File: src/rtl/pe_pkg.sv
// Shared definitions for the PE row: mode bus encoding and the row sequencer state type.
package pe_pkg;

    localparam logic [1:0] MODE_SINGLE = 2'd0;
    localparam logic [1:0] MODE_SAVE   = 2'd1;
    localparam logic [1:0] MODE_SA     = 2'd2;
    localparam logic [1:0] MODE_INIT   = 2'd3;

    typedef enum logic [2:0] {
        StIdle,
        StLoad,
        StSave,
        StStream,
        StDrain,
        StDone
    } seq_state_e;

    function automatic logic [1:0] seq_mode(input seq_state_e st);
        logic [1:0] mode;
        case (st)
            StSave:            mode = MODE_SAVE;
            StStream, StDrain: mode = MODE_SA;
            default:           mode = MODE_INIT;
        endcase
        return mode;
    endfunction

endpackage

File: src/rtl/pe_row_sequencer_if.sv
// Handshake, control and PE-facing signals of the row sequencer.
interface pe_row_sequencer_if #(
    parameter int unsigned NUM_PE = 4,
    parameter int unsigned CNT_W  = 8
);
    logic                  start;
    logic [CNT_W-1:0]      vec_count;
    logic                  w_valid;
    logic [7:0]            w_data;
    logic                  w_ready;
    logic                  x_valid;
    logic [7:0]            x_data;
    logic                  x_ready;
    logic [1:0]            mode_o;
    logic [8*NUM_PE-1:0]   filter_o;
    logic [7:0]            pe_in_o;
    logic                  activate_o;
    logic                  busy;
    logic                  done;

    modport master (
        output start, vec_count, w_valid, w_data, x_valid, x_data,
        input  w_ready, x_ready, mode_o, filter_o, pe_in_o, activate_o, busy, done
    );

    modport slave (
        input  start, vec_count, w_valid, w_data, x_valid, x_data,
        output w_ready, x_ready, mode_o, filter_o, pe_in_o, activate_o, busy, done
    );

endinterface

File: src/rtl/pe_row_sequencer.sv
// Loads one weight per PE, commits them with a save pulse, streams activations into PE 0,
// flushes the chain and pulses done. Every output is a register.
module pe_row_sequencer
    import pe_pkg::*;
#(
    parameter int unsigned NUM_PE = 4,
    parameter int unsigned CNT_W  = 8
) (
    input logic               clk,
    input logic               rst,
    pe_row_sequencer_if.slave bus
);

    localparam int unsigned          IDX_W    = $clog2(NUM_PE + 1);
    localparam logic [IDX_W-1:0]     LAST_IDX = IDX_W'(NUM_PE - 1);

    seq_state_e          state_q, state_d;
    logic [IDX_W-1:0]    w_idx_q, w_idx_d;
    logic [IDX_W-1:0]    drain_q, drain_d;
    logic [CNT_W-1:0]    x_cnt_q, x_cnt_d;
    logic [CNT_W-1:0]    vec_q, vec_d;
    logic [7:0]          weights_q [NUM_PE];

    logic [1:0]          mode_q, mode_d;
    logic [8*NUM_PE-1:0] filter_q, filter_d;
    logic [7:0]          pe_in_q, pe_in_d;
    logic                activate_q, activate_d;
    logic                w_ready_q, w_ready_d;
    logic                x_ready_q, x_ready_d;
    logic                busy_q, busy_d;
    logic                done_q, done_d;

    logic                w_fire, x_fire;

    // Ready flags are only ever high in their own state, so the fires need no state qualifier.
    assign w_fire = bus.w_valid && w_ready_q;
    assign x_fire = bus.x_valid && x_ready_q;

    always_ff @(posedge clk or posedge rst) begin
        if (rst) begin
            state_q <= StIdle;
            w_idx_q <= '0;
            drain_q <= '0;
            x_cnt_q <= '0;
            vec_q   <= '0;
        end else begin
            state_q <= state_d;
            w_idx_q <= w_idx_d;
            drain_q <= drain_d;
            x_cnt_q <= x_cnt_d;
            vec_q   <= vec_d;
        end
    end

    always_comb begin
        state_d = state_q;
        w_idx_d = w_idx_q;
        drain_d = drain_q;
        x_cnt_d = x_cnt_q;
        vec_d   = vec_q;
        unique case (state_q)
            StIdle: begin
                w_idx_d = '0;
                drain_d = '0;
                x_cnt_d = '0;
                if (bus.start) begin
                    vec_d   = bus.vec_count;
                    state_d = StLoad;
                end
            end
            StLoad: begin
                if (w_fire) begin
                    w_idx_d = w_idx_q + 1'b1;
                    if (w_idx_q == LAST_IDX) state_d = StSave;
                end
            end
            StSave:   state_d = (vec_q == '0) ? StDrain : StStream;
            StStream: begin
                if (x_fire) begin
                    x_cnt_d = x_cnt_q + 1'b1;
                end else if (x_cnt_q == vec_q) begin
                    state_d = StDrain;
                end
            end
            StDrain: begin
                if (drain_q == LAST_IDX) state_d = StDone;
                else                     drain_d = drain_q + 1'b1;
            end
            StDone:   state_d = StIdle;
            default:  state_d = StIdle;
        endcase
    end

    // Outputs are derived from the next state so they line up with the state they describe.
    always_comb begin
        mode_d     = seq_mode(state_d);
        busy_d     = (state_d != StIdle);
        done_d     = (state_d == StDone);
        w_ready_d  = (state_d == StLoad);
        x_ready_d  = (state_d == StStream) && (x_cnt_d < vec_q);
        activate_d = x_fire;
        pe_in_d    = x_fire ? bus.x_data : pe_in_q;
        filter_d   = '0;
        if (state_d == StSave) begin
            for (int k = 0; k < int'(NUM_PE); k++) begin
                filter_d[8*k +: 8] = (w_fire && w_idx_q == IDX_W'(k)) ? bus.w_data : weights_q[k];
            end
        end
    end

    always_ff @(posedge clk or posedge rst) begin
        if (rst) begin
            for (int k = 0; k < int'(NUM_PE); k++) weights_q[k] <= '0;
        end else begin
            for (int k = 0; k < int'(NUM_PE); k++) begin
                if (w_fire && w_idx_q == IDX_W'(k)) weights_q[k] <= bus.w_data;
            end
        end
    end

    always_ff @(posedge clk or posedge rst) begin
        if (rst) begin
            mode_q     <= MODE_INIT;
            filter_q   <= '0;
            pe_in_q    <= '0;
            activate_q <= 1'b0;
            w_ready_q  <= 1'b0;
            x_ready_q  <= 1'b0;
            busy_q     <= 1'b0;
            done_q     <= 1'b0;
        end else begin
            mode_q     <= mode_d;
            filter_q   <= filter_d;
            pe_in_q    <= pe_in_d;
            activate_q <= activate_d;
            w_ready_q  <= w_ready_d;
            x_ready_q  <= x_ready_d;
            busy_q     <= busy_d;
            done_q     <= done_d;
        end
    end

    assign bus.mode_o     = mode_q;
    assign bus.filter_o   = filter_q;
    assign bus.pe_in_o    = pe_in_q;
    assign bus.activate_o = activate_q;
    assign bus.w_ready    = w_ready_q;
    assign bus.x_ready    = x_ready_q;
    assign bus.busy       = busy_q;
    assign bus.done       = done_q;

endmodule
File: src/flat_wrapper.sv
// flat-port wrapper written by rule: the top's interface ports become plain ports
module pe_row_sequencer_flat import pe_pkg::*;
#(
    parameter int unsigned NUM_PE = 4,
    parameter int unsigned CNT_W  = 8
)
  (clk, rst, bus_start, bus_vec_count, bus_w_valid, bus_w_data, bus_x_valid, bus_x_data, bus_w_ready, bus_x_ready, bus_mode_o, bus_filter_o, bus_pe_in_o, bus_activate_o, bus_busy, bus_done);
  pe_row_sequencer_if #(.NUM_PE(NUM_PE), .CNT_W(CNT_W)) bus_i ();
  input logic clk;
  input logic rst;
  input wire logic [$bits(bus_i.start)-1:0] bus_start;
  input wire logic [$bits(bus_i.vec_count)-1:0] bus_vec_count;
  input wire logic [$bits(bus_i.w_valid)-1:0] bus_w_valid;
  input wire logic [$bits(bus_i.w_data)-1:0] bus_w_data;
  input wire logic [$bits(bus_i.x_valid)-1:0] bus_x_valid;
  input wire logic [$bits(bus_i.x_data)-1:0] bus_x_data;
  output wire logic [$bits(bus_i.w_ready)-1:0] bus_w_ready;
  output wire logic [$bits(bus_i.x_ready)-1:0] bus_x_ready;
  output wire logic [$bits(bus_i.mode_o)-1:0] bus_mode_o;
  output wire logic [$bits(bus_i.filter_o)-1:0] bus_filter_o;
  output wire logic [$bits(bus_i.pe_in_o)-1:0] bus_pe_in_o;
  output wire logic [$bits(bus_i.activate_o)-1:0] bus_activate_o;
  output wire logic [$bits(bus_i.busy)-1:0] bus_busy;
  output wire logic [$bits(bus_i.done)-1:0] bus_done;
  assign bus_i.start = bus_start;
  assign bus_i.vec_count = bus_vec_count;
  assign bus_i.w_valid = bus_w_valid;
  assign bus_i.w_data = bus_w_data;
  assign bus_i.x_valid = bus_x_valid;
  assign bus_i.x_data = bus_x_data;
  assign bus_w_ready = bus_i.w_ready;
  assign bus_x_ready = bus_i.x_ready;
  assign bus_mode_o = bus_i.mode_o;
  assign bus_filter_o = bus_i.filter_o;
  assign bus_pe_in_o = bus_i.pe_in_o;
  assign bus_activate_o = bus_i.activate_o;
  assign bus_busy = bus_i.busy;
  assign bus_done = bus_i.done;
  pe_row_sequencer #(.NUM_PE(NUM_PE), .CNT_W(CNT_W)) u_core (.clk(clk), .rst(rst), .bus(bus_i));
endmodule
File: config.mk
export PLATFORM = sky130hd
export DESIGN_NAME = pe_row_sequencer_flat
export DESIGN_NICKNAME = d
export VERILOG_FILES = /design/src/rtl/pe_pkg.sv /design/src/rtl/pe_row_sequencer_if.sv /design/src/rtl/pe_row_sequencer.sv /design/src/flat_wrapper.sv
export SDC_FILE = /design/constraint.sdc
export NUM_CORES = 1
export LEC_CHECK = 0
export ABC_AREA = 0
export CORE_ASPECT_RATIO = 1.75
export CORE_MARGIN = 2
export CORE_UTILIZATION = 30
export CTS_CLUSTER_DIAMETER = 100
export DETAILED_ROUTE_END_ITERATION = 6
export PLACE_DENSITY = 0.49
export SLEW_MARGIN = 30
export SYNTH_ARGS = -nofsm -noshare
export SYNTH_HDL_FRONTEND = slang
export SYNTH_SLANG_ARGS = --single-unit
File: constraint.sdc
create_clock -name clk -period 3.6 [get_ports clk]
set_input_delay 0.54 -clock clk [delete_from_list [all_inputs] [get_ports clk]]
set_output_delay 0.54 -clock clk [all_outputs]
set_load 0.1 [all_outputs]
==> results.md <==
- Setup violations remaining at the end of the flow were counted as 0.
- The maximum number of pins on one net before global-route repair is 48.
- In the final routed layout, each cell accounts on average for 16.1 um.
- The clock drives 96 sinks.
- The count of nets left with antenna violations once routing finished came out at 0.
- The fraction of the mapped netlist area in compound gates is 5.57%.
- The synthesized design contains 0 enable-type register cells.
- The floorplan has 56 rows.
- The library cell with the largest summed area after synthesis is dfrtp_1.
- The kind of start point of the critical path is a register.
- Derived from the worst setup path, the maximum achievable clock frequency is 391 MHz.
- The die area is 14,500 um^2.
- After Yosys synthesis, XOR and XNOR cells account for 1.72% of the synthesized area.
- The number of hold violations in the final report is 0.
- From left edge to right edge, the die measures 92.0 um.
- The maximum fanout along the worst path is 13.
- The post-synth net total is about 360.
- The flow ran to the end, and the final reports show no timing, DRC or antenna violations.
- dfrtp_1 is the most common cell in the netlist.
- By area, the combinational part of the netlist is dominated by simple AND/OR/NAND/NOR gates.
- Across all setup checks in the final design, the least slack found is 1.04 ns.
- The area share of the largest cell type after synthesis is approximately 58%.
- Summing the areas of all and, or, nand and nor instances in the mapped netlist gives 13.1% of the synthesized area.
- Using the TritonRoute via totals, the vias-per-cell ratio works out to 4.61.
- By area the synthesized netlist is led by dfrtp_1 (58%), mux2_1 (6.7%), ha_1 (4.6%).
- The pre-antenna-repair detailed-routing pass consisted of 4 iterations.
- The later-pin clock latency in the skew report is 0.34 ns.
- Of the post-synthesis cell area, the part taken by muxes is about an eighth.
- The area overhead of the layout relative to synthesis is 30.7%.
- Of the available clock period, the critical path in the final layout requires 71.0%.
- The placer's final routability congestion estimate is about 0.77.
- CTS built an H-tree with a depth of 3.
- The largest vdd supply drop is 0.000312 V.
- The net count reported at finish is ~430.
- The number of antenna repair diodes is 0.
- The first global-routing pass estimated 14.7 mm of wire.
- For this block, the routed nets add up to just over 9 mm of wire.
- The category of the critical setup timing path is reg -> reg.
- The total I/O pin count is 76.
- In this run the tightest slew margin relative to its limit is roughly a third.
- The synthesized netlist devotes 4.62% of its cell area to adder and majority cells.
- The CTS tree is done.
- The number of pins exceeding their max-slew limit in the final report was 0.
- Counting distinct cell types in the post-synthesis netlist gives 46.
- The leakage power total is ~0.0024 uW.
- Buffers inserted to repair hold after CTS numbered 0.
- Counting along the longest clock path gives a buffer depth of 2.
- Across all layers, the routed design uses 2,617 vias.
- The final sum of negative setup slack is 0 ns.
- CTS placed an instance of clkbuf_16 at the clock tree root.
- The number of setup buffers added after CTS is 0.
- During placement, the flow inserted port buffers numbering 75.
- The share of final-layout standard cells stronger than drive strength 1 is 12.7%.
- The mean post-synth cell area is around 13 um^2.
- For this configuration, the core starts out at a cell density of 30.5%.
- Once detailed placement completed, the half-perimeter wirelength came to roughly 6.7 mm.
- The post-detailed-route DRC marker count is 0.
- The clock buffer count from CTS is 9.
- Counting I/O delays and the setup requirement, the final critical path takes 2.56 ns.
- The floorplan die height is 158 um.
- The worst path required time is 3.80 ns.
- Clock-pin slew was measured on the worst setup and hold paths at approximately 0.070 ns.
- The post-cts sizing count is 0.
- Counting flops with an async set or reset pin after synthesis yields a share of 100%.
- Global routing finished with a remaining overflow of 0.
- Power spread over the standard cell area amounts to about 780 nW/um^2.
- The slew at the pin with the worst max-slew slack is 1.02 ns.
- The worst setup path is captured at a register.
- The initial antenna violation count is 0.
- The number of global-route vias before repair is about 2.8k.
- Setup repair after global routing left no endpoint under its margin.
- During synthesis, Yosys emitted a total of 0 warnings.
- The arrival time of data at the critical path endpoint is between 2 and 3 ns.
- The most common flop cell mapped by yosys is dfrtp_1.
- Across the routed clock network, the largest skew measured is 0.00829 ns.
- Across the run, the number of max-cap violations was 0.
- After floorplanning, the core was sized to cover roughly 13,000 um^2.
- The flop and latch count out of synthesis is 96.
- The setup slack after placement is 0.690 ns.
- The mapped netlist covers 4060 um^2.
- The sequential share of the synthesized area is 59.2%.
- The global routing usage summed across all routing layers is 13.4%.
- After synthesis, the most frequently instantiated cells are dfrtp_1 (94), mux2_1 (24), nor2b_1 (24).
- The violation count after the first detailed-route iteration is 54.
- The count of mapped cells out of synthesis is around 310.
- The path class of the lowest-slack min-delay path is reg -> reg.
==> final cells by class <==
type | instances | area, um^2
Clock inverter | 6 | 91.3
Clock buffer | 10 | 229
Multi-Input combinational cell | 189 | 1540
Timing Repair Buffer | 77 | 773
Fill cell | 1304 | 8000
Inverter | 16 | 61.3
Sequential cell | 96 | 2400
Tap cell | 174 | 218
==> critical path, stage by stage (launching register included) <==
cell and delay (ns):
dfrtp_1 0.55, and4b_1 0.43, nand4_1 0.20, o211ai_1 0.25
o31ai_1 0.12, ha_1 0.32, nand4_1 0.16, a311oi_2 0.30
nor4_1 0.08
==> power by group <==
group	switching, uW	total (uW)	internal (uW)	leakage, uW
clock network	421	1030	613	0.000157
logic	1010	1570	555	0.00101
registers	204	1570	1370	0.00124
total	1630	4170	2540	0.00241
==> logic make-up after synthesis <==
family          Yosys count
compound gates           32
flops                    96
xor+xnor                  8
fa+ha+maj                15
simple gates             90
buf+inv                  26
mux                      44
==> stage by stage <==
stage	cell area, um^2	hold slack [ns]	total power (uW)	cells	util, %
2_1_floorplan	4060	0.454	2790	311	-
3_3_place_gp	5000	0.464	3160	552	37.5
3_5_place_dp	4990	0.471	3180	552	37.5
4_1_cts	5310	0.486	4220	568	39.9
5_1_grt	5310	0.504	4400	568	39.9
6_report	5310	0.485	4170	568	39.9
==> worst paths after layout <==
check	start	to	slack, ns	depth (start not counted)
setup / recovery	u_core.state_q[2]	u_core.bus.x_ready	1.04	8
hold / removal	u_core.weights_q[10]	u_core.weights_q[10]	0.48	1
setup reg to reg	u_core.state_q[2]	u_core.bus.x_ready	1.04	8
hold reg to reg	u_core.weights_q[10]	u_core.weights_q[10]	0.48	1
max in group asynchronous	rst	u_core.bus.mode_o[1]	2.35	3
min in group asynchronous	rst	u_core.bus.filter_o[5]	0.50	2
==> cell usage in the layout, fill, tap and decap left out, types with 3 or more instances in the layout <==
| cell | instances |
|---|---|
| o21ai_1 | 4 |
| nor2_1 | 4 |
| and3_1 | 10 |
| nand4_1 | 4 |
| o211ai_1 | 4 |
| and2_1 | 3 |
| ha_1 | 15 |
| nand2b_1 | 3 |
| clkdlybuf4s50_1 | 74 |
| mux2_4 | 7 |
| mux2_2 | 10 |
| a21oi_1 | 8 |
| inv_1 | 12 |
| inv_2 | 3 |
| dfrtp_1 | 94 |
| xnor2_1 | 8 |
| mux2_1 | 24 |
| mux2i_1 | 3 |
| nor2b_1 | 24 |
| nand2_1 | 16 |
| nand3_1 | 8 |
| nand2_4 | 3 |
| o31ai_1 | 5 |
| clkbuf_16 | 9 |
| nor3_1 | 4 |
==> registers in the layout (all words and copies together), names as in the netlist <==
signal and cells:
u_core.bus.w_ready 1, u_core.w_idx_q 3, u_core.bus.x_ready 1, u_core.bus.pe_in_o 8, u_core.bus.done 1, u_core.bus.activate_o 1
u_core.bus.filter_o 32, u_core.weights_q 24, u_core.drain_q 3, u_core.bus.busy 1, u_core.x_cnt_q 8, u_core.bus.mode_o 2
u_core.vec_q 8, u_core.state_q 3
==> per-layer routing <==
metal | vias to the layer above | wire length [um] | track usage (%)
met5 | - | 0 | 0
met4 | 0 | 305 | 6.40
met3 | 19 | 359 | 3.38
met2 | 71 | 4970 | 24.3
met1 | 1298 | 3510 | 14.3
li1 | 1229 | - | -
Power figures use the tool's default switching activity.
==> variant: new RTL, same settings <==
`NUM_PE` is set to 4 in 3 places; all go to 2.
--- a/src/rtl/pe_row_sequencer_if.sv
+++ b/src/rtl/pe_row_sequencer_if.sv
@@ -1,6 +1,6 @@
 // Handshake, control and PE-facing signals of the row sequencer.
 interface pe_row_sequencer_if #(
-    parameter int unsigned NUM_PE = 4,
+    parameter int unsigned NUM_PE = 2,
     parameter int unsigned CNT_W  = 8
 );
     logic                  start;
--- a/src/rtl/pe_row_sequencer.sv
+++ b/src/rtl/pe_row_sequencer.sv
@@ -3,7 +3,7 @@
 module pe_row_sequencer
     import pe_pkg::*;
 #(
-    parameter int unsigned NUM_PE = 4,
+    parameter int unsigned NUM_PE = 2,
     parameter int unsigned CNT_W  = 8
 ) (
     input logic               clk,
--- a/src/flat_wrapper.sv
+++ b/src/flat_wrapper.sv
@@ -1,7 +1,7 @@
 // flat-port wrapper written by rule: the top's interface ports become plain ports
 module pe_row_sequencer_flat import pe_pkg::*;
 #(
-    parameter int unsigned NUM_PE = 4,
+    parameter int unsigned NUM_PE = 2,
     parameter int unsigned CNT_W  = 8
 )
   (clk, rst, bus_start, bus_vec_count, bus_w_valid, bus_w_data, bus_x_valid, bus_x_data, bus_w_ready, bus_x_ready, bus_mode_o, bus_filter_o, bus_pe_in_o, bus_activate_o, bus_busy, bus_done);
Interface: changed (resized bus_filter_o); port bits go from 76 to 60. No check against the original RTL was run, so the function may have changed too.
==> variant against the original RTL <==
Die area is 23% lower; final area shrank 22%; first-iteration DRC count down 24%; clock power down 5%; utilization increased by 1.0 points; clock skew fell by 0.0020 ns; setup slack worse by 0.045 ns; sequential cell count decreased by 26; power decreased by 11%; critical path depth increased by 2; via count fell by 18%; global-route usage up 0.27 points; routed wire length down 23%; area after synthesis decreased by 24%.
==> variant: results <==
[status]
run_status = completed

[global_routing]
grt_usage = 0.136
grt_first_pass_wirelength_um = 11400
grt_util_met2 = 0.250
grt_max_degree = 30
grt_pass1_vias = 2207
use_met1 = 0.138
gr-usage-met3 = 0.0352

[synth]
synth_nets = 305
synth_flop_cell = dfrtp_1
postSynthAreaPerCell_um2 = 11.6
synthMuxAreaShare = 0.120
ys_top_cells_by_count = 68 x dfrtp_1, 42 x nand2_1, 16 x mux2_2, 16 x nor2b_1, 14 x inv_1
synth_xor_area_frac = 0.0227
synth_cell_types = 40
seq_area_frac_synth = 0.569
synth-compound-area-share = 0.0495
ys_top_cells_by_area = dfrtp_1 55%, mux2_2 5.8%, nand2_1 5.1%
synth_fa_ha_area_frac = 0.0447
async_flop_share = 1.00

[pwr]
p_leak_nw = 1.87
pwr-share-comb = 0.409
peakVddDrop_mv = 0.354
seqPwrFrac = 0.328
pg_comb_mw = 1.51
switching_power_mw = 1.50

[critical_path]
cp.arrival_ns = 2.84
cp-startpoint = bus_x_valid
rr_worst_depth = 9
timing.reg2reg.setup_slack_ns = 1.02
rr_startpoint = u_core.state_q[0]
cp_max_fo = 7

[clocking]
clk_pin_slew_ns = 0.06

[placement]
dp_hpwl_um = 5300
dp_worst_setup_slack_ns = 0.669
gp_congestion = 0.826
dp_cells = 446
port_buffers = 59
placed_cell_area_um2 = 3810

[timing]
worst_slew_pin_slew_ns = 0.995
skew_ns = 0.00632
hold_slack_ns = 0.466
timing.fmax_mhz = 384

[routing]
route.met3.wl_um = 256
routedLengthMet1_um = 2560
routed.top_layer = met4
routedWlPerCell_um = 15.1
routed-wl-met2_um = 3980
drt-initial-drc-count = 41
vias = 2135

[worst_hold_path]
hold_depth = 2
hp-start = u_core.weights_q[5]
worstHoldEndpoint = u_core.weights_q[5]

[cells_and_area]
drive_gt1_frac = 0.146
fin_nets = 370
## variant: cell count changes after synthesis, moves of 4 or more
cell     before  now
dfrtp_1      94   68
nand2_1      16   42
mux2_1       24    0
nor2b_1      24   16
and3_1       10    4
mux2_2       10   16
o21ai_0       1    6
ha_1         15   11
mux2i_1       3    7
o21ai_1       4    0
## variant: final cells by class
| class | instances | area, µm² |
|---|---|---|
| clock buffers | 11 | 253 |
| clock inverters | 5 | 81.3 |
| inverters | 15 | 56.3 |
| flip-flops and latches | 70 | 1750 |
| repair buffers | 61 | 606 |
| well taps | 127 | 159 |
| fillers | 992 | 5970 |
| multi-input cells | 173 | 1230 |
## variant: worst max-delay path: stages
cell and delay, ns:
clkdlybuf4s50_1 0.48, nand2_1 0.14, nor3_4 0.35, mux2i_1 0.23, nor2_1 0.07, ha_1 0.20
or3b_2 0.43, a31oi_1 0.15, a21oi_1 0.08, nor3_1 0.16
